<file path="src/rtl/rv32_pkg.sv">
// Shared RV32 datapath constants and ALU operation codes.
package rv32_pkg;

    localparam int XLEN   = 32;
    localparam int REG_AW = 5;

    typedef enum logic [2:0] {
        ALU_ADD = 3'd0,
        ALU_SUB = 3'd1,
        ALU_AND = 3'd2,
        ALU_OR  = 3'd3,
        ALU_XOR = 3'd4,
        ALU_SLL = 3'd5,
        ALU_SRL = 3'd6,
        ALU_SRA = 3'd7
    } alu_op_e;

endpackage

</file>
<file path="src/rtl/operand_bypass.sv">
// Single-operand forwarding mux: EX/MEM result beats MEM/WB result beats the held value.
module operand_bypass #(
    parameter int XLEN   = rv32_pkg::XLEN,
    parameter int REG_AW = rv32_pkg::REG_AW
) (
    input  logic [REG_AW-1:0] src_addr,
    input  logic [XLEN-1:0]   held_data,
    input  logic              exm_we,
    input  logic [REG_AW-1:0] exm_rd,
    input  logic [XLEN-1:0]   exm_data,
    input  logic              wb_we,
    input  logic [REG_AW-1:0] wb_rd,
    input  logic [XLEN-1:0]   wb_data,
    output logic [XLEN-1:0]   data
);

    always_comb begin
        data = held_data;
        // x0 is hardwired zero, so a write "to x0" must never be forwarded
        if (wb_we && wb_rd == src_addr && wb_rd != '0)
            data = wb_data;
        if (exm_we && exm_rd == src_addr && exm_rd != '0)
            data = exm_data;
    end

endmodule

</file>
<file path="src/rtl/id_ex_stage.sv">
// ID/EX pipeline register with load-use hazard stall and stall counter.
// IDEX_BYPASS_EN: when defined, held operands are forwarded from EX/MEM and MEM/WB;
// otherwise decode stalls on any outstanding RAW dependency.
module id_ex_stage #(
    parameter int XLEN   = rv32_pkg::XLEN,
    parameter int REG_AW = rv32_pkg::REG_AW
) (
    input  logic              clk,
    input  logic              rst,
    input  logic              flush,
    input  logic              in_valid,
    output logic              in_ready,
    input  logic [XLEN-1:0]   in_pc,
    input  logic [REG_AW-1:0] in_rs1_addr,
    input  logic [REG_AW-1:0] in_rs2_addr,
    input  logic [XLEN-1:0]   in_rs1_data,
    input  logic [XLEN-1:0]   in_rs2_data,
    input  logic [XLEN-1:0]   in_imm,
    input  logic              in_num2_sel,
    input  logic [2:0]        in_alu_ctrl,
    input  logic [REG_AW-1:0] in_rd,
    input  logic              in_reg_we,
    input  logic              in_mem_rd,
    input  logic              in_mem_wr,
    input  logic              exm_we,
    input  logic [REG_AW-1:0] exm_rd,
    input  logic [XLEN-1:0]   exm_data,
    input  logic              wb_we,
    input  logic [REG_AW-1:0] wb_rd,
    input  logic [XLEN-1:0]   wb_data,
    output logic              out_valid,
    input  logic              out_ready,
    output logic [XLEN-1:0]   out_pc,
    output logic [XLEN-1:0]   out_imm,
    output logic              out_num2_sel,
    output logic [2:0]        out_alu_ctrl,
    output logic [REG_AW-1:0] out_rd,
    output logic              out_reg_we,
    output logic              out_mem_rd,
    output logic              out_mem_wr,
    output logic [XLEN-1:0]   out_rs1_data,
    output logic [XLEN-1:0]   out_rs2_data,
    output logic [31:0]       stall_cnt
);

    import rv32_pkg::*;

    logic              vld_p1;
    logic [XLEN-1:0]   pc_p1, imm_p1, rs1_data_p1, rs2_data_p1;
    logic [REG_AW-1:0] rs1_addr_p1, rs2_addr_p1, rd_p1;
    logic              num2_sel_p1, reg_we_p1, mem_rd_p1, mem_wr_p1;
    alu_op_e           alu_ctrl_p1;
    logic [31:0]       stall_cnt_r;

    logic hazard;
    logic capture;

    function automatic logic src_match(input logic we, input logic [REG_AW-1:0] rd,
                                       input logic [REG_AW-1:0] a1,
                                       input logic [REG_AW-1:0] a2);
        return we && rd != '0 && (rd == a1 || rd == a2);
    endfunction

    always_comb begin
        hazard = in_valid && src_match(vld_p1 && mem_rd_p1, rd_p1, in_rs1_addr, in_rs2_addr);
`ifndef IDEX_BYPASS_EN
        // without forwarding, any producer still in flight blocks the consumer
        hazard = hazard || (in_valid &&
                 (src_match(vld_p1 && reg_we_p1, rd_p1, in_rs1_addr, in_rs2_addr) ||
                  src_match(exm_we, exm_rd, in_rs1_addr, in_rs2_addr) ||
                  src_match(wb_we, wb_rd, in_rs1_addr, in_rs2_addr)));
`endif
    end

    assign in_ready = flush || (!hazard && (!vld_p1 || out_ready));
    assign capture  = in_valid && in_ready && !flush;

    // ---- ID -> EX register boundary ----
    always_ff @(posedge clk) begin
        if (rst) begin
            vld_p1      <= 1'b0;
            pc_p1       <= '0;
            imm_p1      <= '0;
            rs1_data_p1 <= '0;
            rs2_data_p1 <= '0;
            rs1_addr_p1 <= '0;
            rs2_addr_p1 <= '0;
            rd_p1       <= '0;
            num2_sel_p1 <= 1'b0;
            reg_we_p1   <= 1'b0;
            mem_rd_p1   <= 1'b0;
            mem_wr_p1   <= 1'b0;
            alu_ctrl_p1 <= ALU_ADD;
            stall_cnt_r <= '0;
        end else begin
            if (hazard && stall_cnt_r != 32'hFFFF_FFFF)
                stall_cnt_r <= stall_cnt_r + 32'd1;
            if (flush) begin
                vld_p1 <= 1'b0;
            end else if (capture) begin
                vld_p1      <= 1'b1;
                pc_p1       <= in_pc;
                imm_p1      <= in_imm;
                rs1_data_p1 <= in_rs1_data;
                rs2_data_p1 <= in_rs2_data;
                rs1_addr_p1 <= in_rs1_addr;
                rs2_addr_p1 <= in_rs2_addr;
                rd_p1       <= in_rd;
                num2_sel_p1 <= in_num2_sel;
                reg_we_p1   <= in_reg_we;
                mem_rd_p1   <= in_mem_rd;
                mem_wr_p1   <= in_mem_wr;
                alu_ctrl_p1 <= alu_op_e'(in_alu_ctrl);
            end else if (vld_p1 && out_ready) begin
                vld_p1 <= 1'b0;
            end
        end
    end

`ifdef IDEX_BYPASS_EN
    operand_bypass #(.XLEN(XLEN), .REG_AW(REG_AW)) u_bypass_rs1 (
        .src_addr (rs1_addr_p1),
        .held_data(rs1_data_p1),
        .exm_we   (exm_we),
        .exm_rd   (exm_rd),
        .exm_data (exm_data),
        .wb_we    (wb_we),
        .wb_rd    (wb_rd),
        .wb_data  (wb_data),
        .data     (out_rs1_data)
    );

    operand_bypass #(.XLEN(XLEN), .REG_AW(REG_AW)) u_bypass_rs2 (
        .src_addr (rs2_addr_p1),
        .held_data(rs2_data_p1),
        .exm_we   (exm_we),
        .exm_rd   (exm_rd),
        .exm_data (exm_data),
        .wb_we    (wb_we),
        .wb_rd    (wb_rd),
        .wb_data  (wb_data),
        .data     (out_rs2_data)
    );
`else
    assign out_rs1_data = rs1_data_p1;
    assign out_rs2_data = rs2_data_p1;
`endif

    assign out_valid    = vld_p1;
    assign out_pc       = pc_p1;
    assign out_imm      = imm_p1;
    assign out_num2_sel = num2_sel_p1;
    assign out_alu_ctrl = alu_ctrl_p1;
    assign out_rd       = rd_p1;
    assign out_reg_we   = reg_we_p1;
    assign out_mem_rd   = mem_rd_p1;
    assign out_mem_wr   = mem_wr_p1;
    assign stall_cnt    = stall_cnt_r;

endmodule

</file>
<file path="config.mk">
export PLATFORM = sky130hd
export DESIGN_NAME = id_ex_stage
export DESIGN_NICKNAME = d
export VERILOG_FILES = /design/src/rtl/rv32_pkg.sv /design/src/rtl/operand_bypass.sv /design/src/rtl/id_ex_stage.sv
export SDC_FILE = /design/constraint.sdc
export NUM_CORES = 1
export LEC_CHECK = 0
export CORE_AREA = 3 3 158 160
export DETAILED_ROUTE_END_ITERATION = 12
export DIE_AREA = 0 0 161 163
export GPL_TIMING_DRIVEN = 0
export PLACE_DENSITY = 0.66
export RECOVER_POWER = 50
export SLEW_MARGIN = 20
export SYNTH_ARGS = -nofsm -noshare
export SYNTH_HDL_FRONTEND = slang
export SYNTH_SLANG_ARGS = --single-unit
</file>
<file path="constraint.sdc">
create_clock -name clk -period 3 [get_ports clk]
set_input_delay 0.6 -clock clk [delete_from_list [all_inputs] [get_ports clk]]
set_output_delay 0.6 -clock clk [all_outputs]
set_load 0.05 [all_outputs]
</file>
# Word-level counts from Yosys, hierarchy flattened
# Index checks and enable logic that the tools add are counted.
# Widths: inputs -> output; s select.
# word_totals
regBits	173
# classes
n_addsub	1
eq_ne	7
n_mux	2
bitwise	1
reduce_logical	34
# op_table
cell	count
$add 32x1->32 const B	1
$ne 32x32->1 const B	1
$eq 5x5->1	6
$logic_and 1x1->1	17
$reduce_bool 5->1	3
$logic_or 1x1->1	8
$logic_not 1->1	3
$mux 1	2
$reduce_and 2->1	1
$reduce_bool 2->1	1
$reduce_or 2->1	1
$not 1->1	1

# Longest topological paths before layout
# logic_depth
word_depth	13
depth_mapped	10
depth_no_buf	7

# Worst setup path before layout
# Ideal clock, no wire load.
# synth_path
kind	input -> output
start	input wb_rd[1]
end	output in_ready
arrival_ns	2.212
setup_slack_ns	0.188
stages	4
n_path_buf	0
cell_sequence	or4_1 o2111ai_1 nand3_1 o21bai_1
# synth_between
elab_chain_cells	9
elab_cells_between_ends	12
# synth_rtl
element	line	text
start, declared	id_ex_stage.sv:29	input logic [REG_AW-1:0] wb_rd,
$eq 5x5->1 or $reduce_bool 5->1 (tied branches)	id_ex_stage.sv:61	return we && rd != '0 && (rd == a1 || rd == a2);
$logic_or 1x1->1 or $logic_and 1x1->1 (tied branches)	id_ex_stage.sv:61	
$logic_and 1x1->1 *	id_ex_stage.sv:61	
$logic_or 1x1->1 *	id_ex_stage.sv:70	src_match(exm_we, exm_rd, in_rs1_addr, in_rs2_addr) ||
$logic_and 1x1->1 *	id_ex_stage.sv:68	hazard = hazard || (in_valid &&
$logic_or 1x1->1 *	id_ex_stage.sv:68	
$logic_not 1->1 *	id_ex_stage.sv:75	assign in_ready = flush || (!hazard && (!vld_p1 || out_ready));
$logic_and 1x1->1 *	id_ex_stage.sv:75	
$logic_or 1x1->1 *	id_ex_stage.sv:75	
end, declared	id_ex_stage.sv:12	output logic in_ready,
# Mark *: on every way between the ends. The rest lies on a longest branch, timed or not.

# Worst setup path after layout
# layout_path
start	input wb_rd[4]
end	output in_ready
# The elaborated chain is that of the path after synthesis.

==> run_results.csv <==
group,metric,value,unit
timing,max_freq,340,MHz
synth,ys_ff_latch,173,
worst_setup_path,cp_max_fo,3,
placement,place_area,0.0109,mm^2
status,status,"finished clean",
cells_and_area,drive_gt1_frac,0.0681,
synth,synth_top_cell_area_share,0.488,
timing,finalSetupTns,0,ns
synth,yosys-top-cells-count,"dfxtp_1 (173), nor2_1 (159), mux2i_1 (141), xnor2_1 (26)",
global_route,grt.overflow.total,0,
drt,wl,24700,um
flow_run,maxCapViolations,0,
placement,pre_cts_slack,-0.738,ns
cells_and_area,nets,1321,
worst_setup_path,required,2.40,ns
pwr,power_density,495,mW/mm^2
timing,worst_pin_slew,0.819,ns
worst_hold_path,min_to,"out_pc[26]",
global_route,antenna_found_initial,1,
clock_tree,cts_root_buf,"clkbuf_16",
synth,synth_most_common_cell,"dfxtp_1",
floorplan,rows,56,
synth,synth.avg_cell_area,9.72,um^2
clock_tree,insertion_delay,0.43,ns
global_route,use_met3,0.0689,
clock_tree,clk_path_buf_depth,2,
synth,synth_nets,962,
global_route,grt-busiest-layer,"met2",
timing,setup_viol,0,
timing,relSlewSlack,0.454,
timing,fin_skew,0.0102,ns
synth,synth_cell_types,42,
pwr,power_leakage,0.00540,uW
global_route,grt.met1_usage,0.212,
clock_tree,path_clk_slew,0.07,ns
worst_hold_path,worstHoldStart,"out_pc[26]",
clock_tree,clock_sinks,173,
worst_setup_path,crit_type,"in2out",
global_route,grtUsageMet2,0.320,
clock_tree,htree_levels,4,
pwr,ir_worst_vdd,0.383,mV
worst_setup_path,startpoint_type,"input pin",
timing,min_period,2.94,ns
timing,period_share,0.980,
clock_tree,cts_tree,"done",
placement,io_buffers,340,
drt,ant_nets,0,
cells_and_area,design_area,0.0115,mm^2
synth,ys.flop_type,"dfxtp_1",
timing,rsz0062_at_grt,"true",
global_route,grt_usage,0.183,
drt,post-route-drc-count,0,
drt,via_count,6589,
worst_setup_path,crit_arrival,2.34,ns
synth,async_reset_ff_frac,0,
floorplan,die-width,161,um
timing,fin_ws,0.0612,ns
drt,wl_per_cell,17.4,um
floorplan,dieHeight,163,um
floorplan,core-area,0.0235,mm^2
cells_and_area,area_growth,62.3,%
synth,yosysTopAreaCell,"dfxtp_1",
synth,ys_seq_area_frac,0.488,
synth,synth.top_cells.by_area,"dfxtp_1 (49%), mux2i_1 (20%), nor2_1 (8.4%)",
floorplan,die-area,0.0262,mm^2
placement,hpwl,19100,um
timing,hold_violations,0,
clock_tree,cts_buffers,17,
timing,drv_slew,0,
floorplan,io_pins,405,
worst_setup_path,r2r_start,"out_rd[2]",
synth,syn_area,0.00710,mm^2
drt,drt_iter0_drc,306,
synth,ys.warnings.count,0,
worst_setup_path,end_kind,"output pin",
drt,via_per_inst,4.64,
global_route,grt_max_degree,18,
cells_and_area,n_fill_cell,2245,
worst_setup_path,reg2reg_slack,0.57,ns
worst_setup_path,r2r_cells,9,
floorplan,initial_core_util,0.301,
synth,synth_edf_count,0,
worst_hold_path,worstHoldPathCells,2,
worst_hold_path,hold_class,"reg2reg",
synth,netlist_instances,730,
global_route,grt_pass1_wl,37700,um
drt,firstDrtPassIters,4,
placement,gp_congestion,0.815,
global_route,grt_pass1_vias,6735,
worst_setup_path,r2r_end,"stall_cnt[18]",
[critical path, cell delays in order]
cell and delay (ns):
clkdlybuf4s50_1 0.48, or4_1 0.45, o2111ai_2 0.27, nand3_2 0.10, o21bai_1 0.21, buf_4 0.23
[cell usage in the layout, fill, tap and decap left out, types with 5 or more instances in the layout]
cell / instances
nand3_1: 18
nor4_1: 10
mux2_2: 11
nor3_1: 6
dfxtp_1: 173
nand2_1: 22
clkdlybuf4s50_1: 161
nor2b_1: 12
o31ai_1: 10
o21ai_0: 8
or3_1: 9
nand4_1: 8
nor2_1: 159
dlymetal6s2s_1: 7
and3_1: 5
buf_2: 17
a21oi_1: 21
clkbuf_16: 17
inv_6: 5
xnor2_1: 26
or4_1: 14
mux2i_1: 141
clkbuf_1: 21
dlygate4sd3_1: 171
[repair_timing]
action                                  CTS  global route
endpoints found under the setup margin  101            61
endpoints found under the hold margin     0             0
gates cloned                              0             0
resized for setup                         9            15
hold buffers                              0             0
setup buffers                             0             0
pin swaps                                 1             4
[logic make-up after synthesis]
logic type	Yosys count	share of synthesized area
compound gates	48	0.0402
xor+xnor	30	0.0370
fa+ha+maj	1	0.00176
buf+inv	48	0.0319
flops	173	0.488
mux	152	0.216
simple gates	278	0.185
[sequential cells by signal (all words and copies together), names as in the netlist]
register      flops
out_alu_ctrl      3
out_imm          32
out_mem_rd        1
out_mem_wr        1
out_num2_sel      1
out_pc           32
out_rd            5
out_reg_we        1
out_rs1_data     32
out_rs2_data     32
out_valid         1
stall_cnt        32
[worst max-delay path by stage]
stage / end / cells past startpoint / start / slack (ns)
global route: out_rs1_data[13] / 10 / exm_rd[0] / -0.02
detailed placement: in_ready / 6 / exm_rd[1] / -0.74
floorplan: in_ready / 4 / wb_rd[1] / 0.19
CTS: in_ready / 6 / exm_rd[1] / -0.06
finish: in_ready / 6 / wb_rd[4] / 0.06
global placement: in_ready / 6 / exm_rd[1] / -0.71
[layer usage]
layer / vias to the layer above / part of all wire
li1: 3246 / -
met1: 3098 / 0.40
met2: 226 / 0.50
met3: 19 / 0.086
met4: 0 / 0.011
met5: - / 0
[stage by stage]
step | utilization | power [uW] | hold slack (ns) | cells
floorplan | - | 3140 | 0.679 | 730
CTS | 0.487 | 5810 | 0.501 | 1420
global placement | 0.463 | 3650 | 0.473 | 1389
finish | 0.489 | 5700 | 0.493 | 1421
global route | 0.489 | 5930 | 0.513 | 1421
detailed placement | 0.463 | 3660 | 0.487 | 1389
[area by class of cell]
type                       instances  area, um^2  share of cell area
clock inverter                    14         129              0.0112
clock buffer                      17         425              0.0369
inverter                           2        7.51            0.000652
multi-input combinational        509        3450               0.299
timing repair buffer             340        3420               0.297
buffer                            46         228              0.0198
tap                              319         399              0.0346
antenna                            1        2.50            0.000217
sequential                       173        3460               0.301
[power by group]
| group | total, uW | internal [uW] | switching [uW] |
|---|---|---|---|
| clock network | 2140 | 1090 | 1040 |
| registers | 2450 | 2390 | 51.5 |
| logic | 1120 | 474 | 648 |
| total | 5700 | 3960 | 1740 |
(Power assumes the default switching activity.)
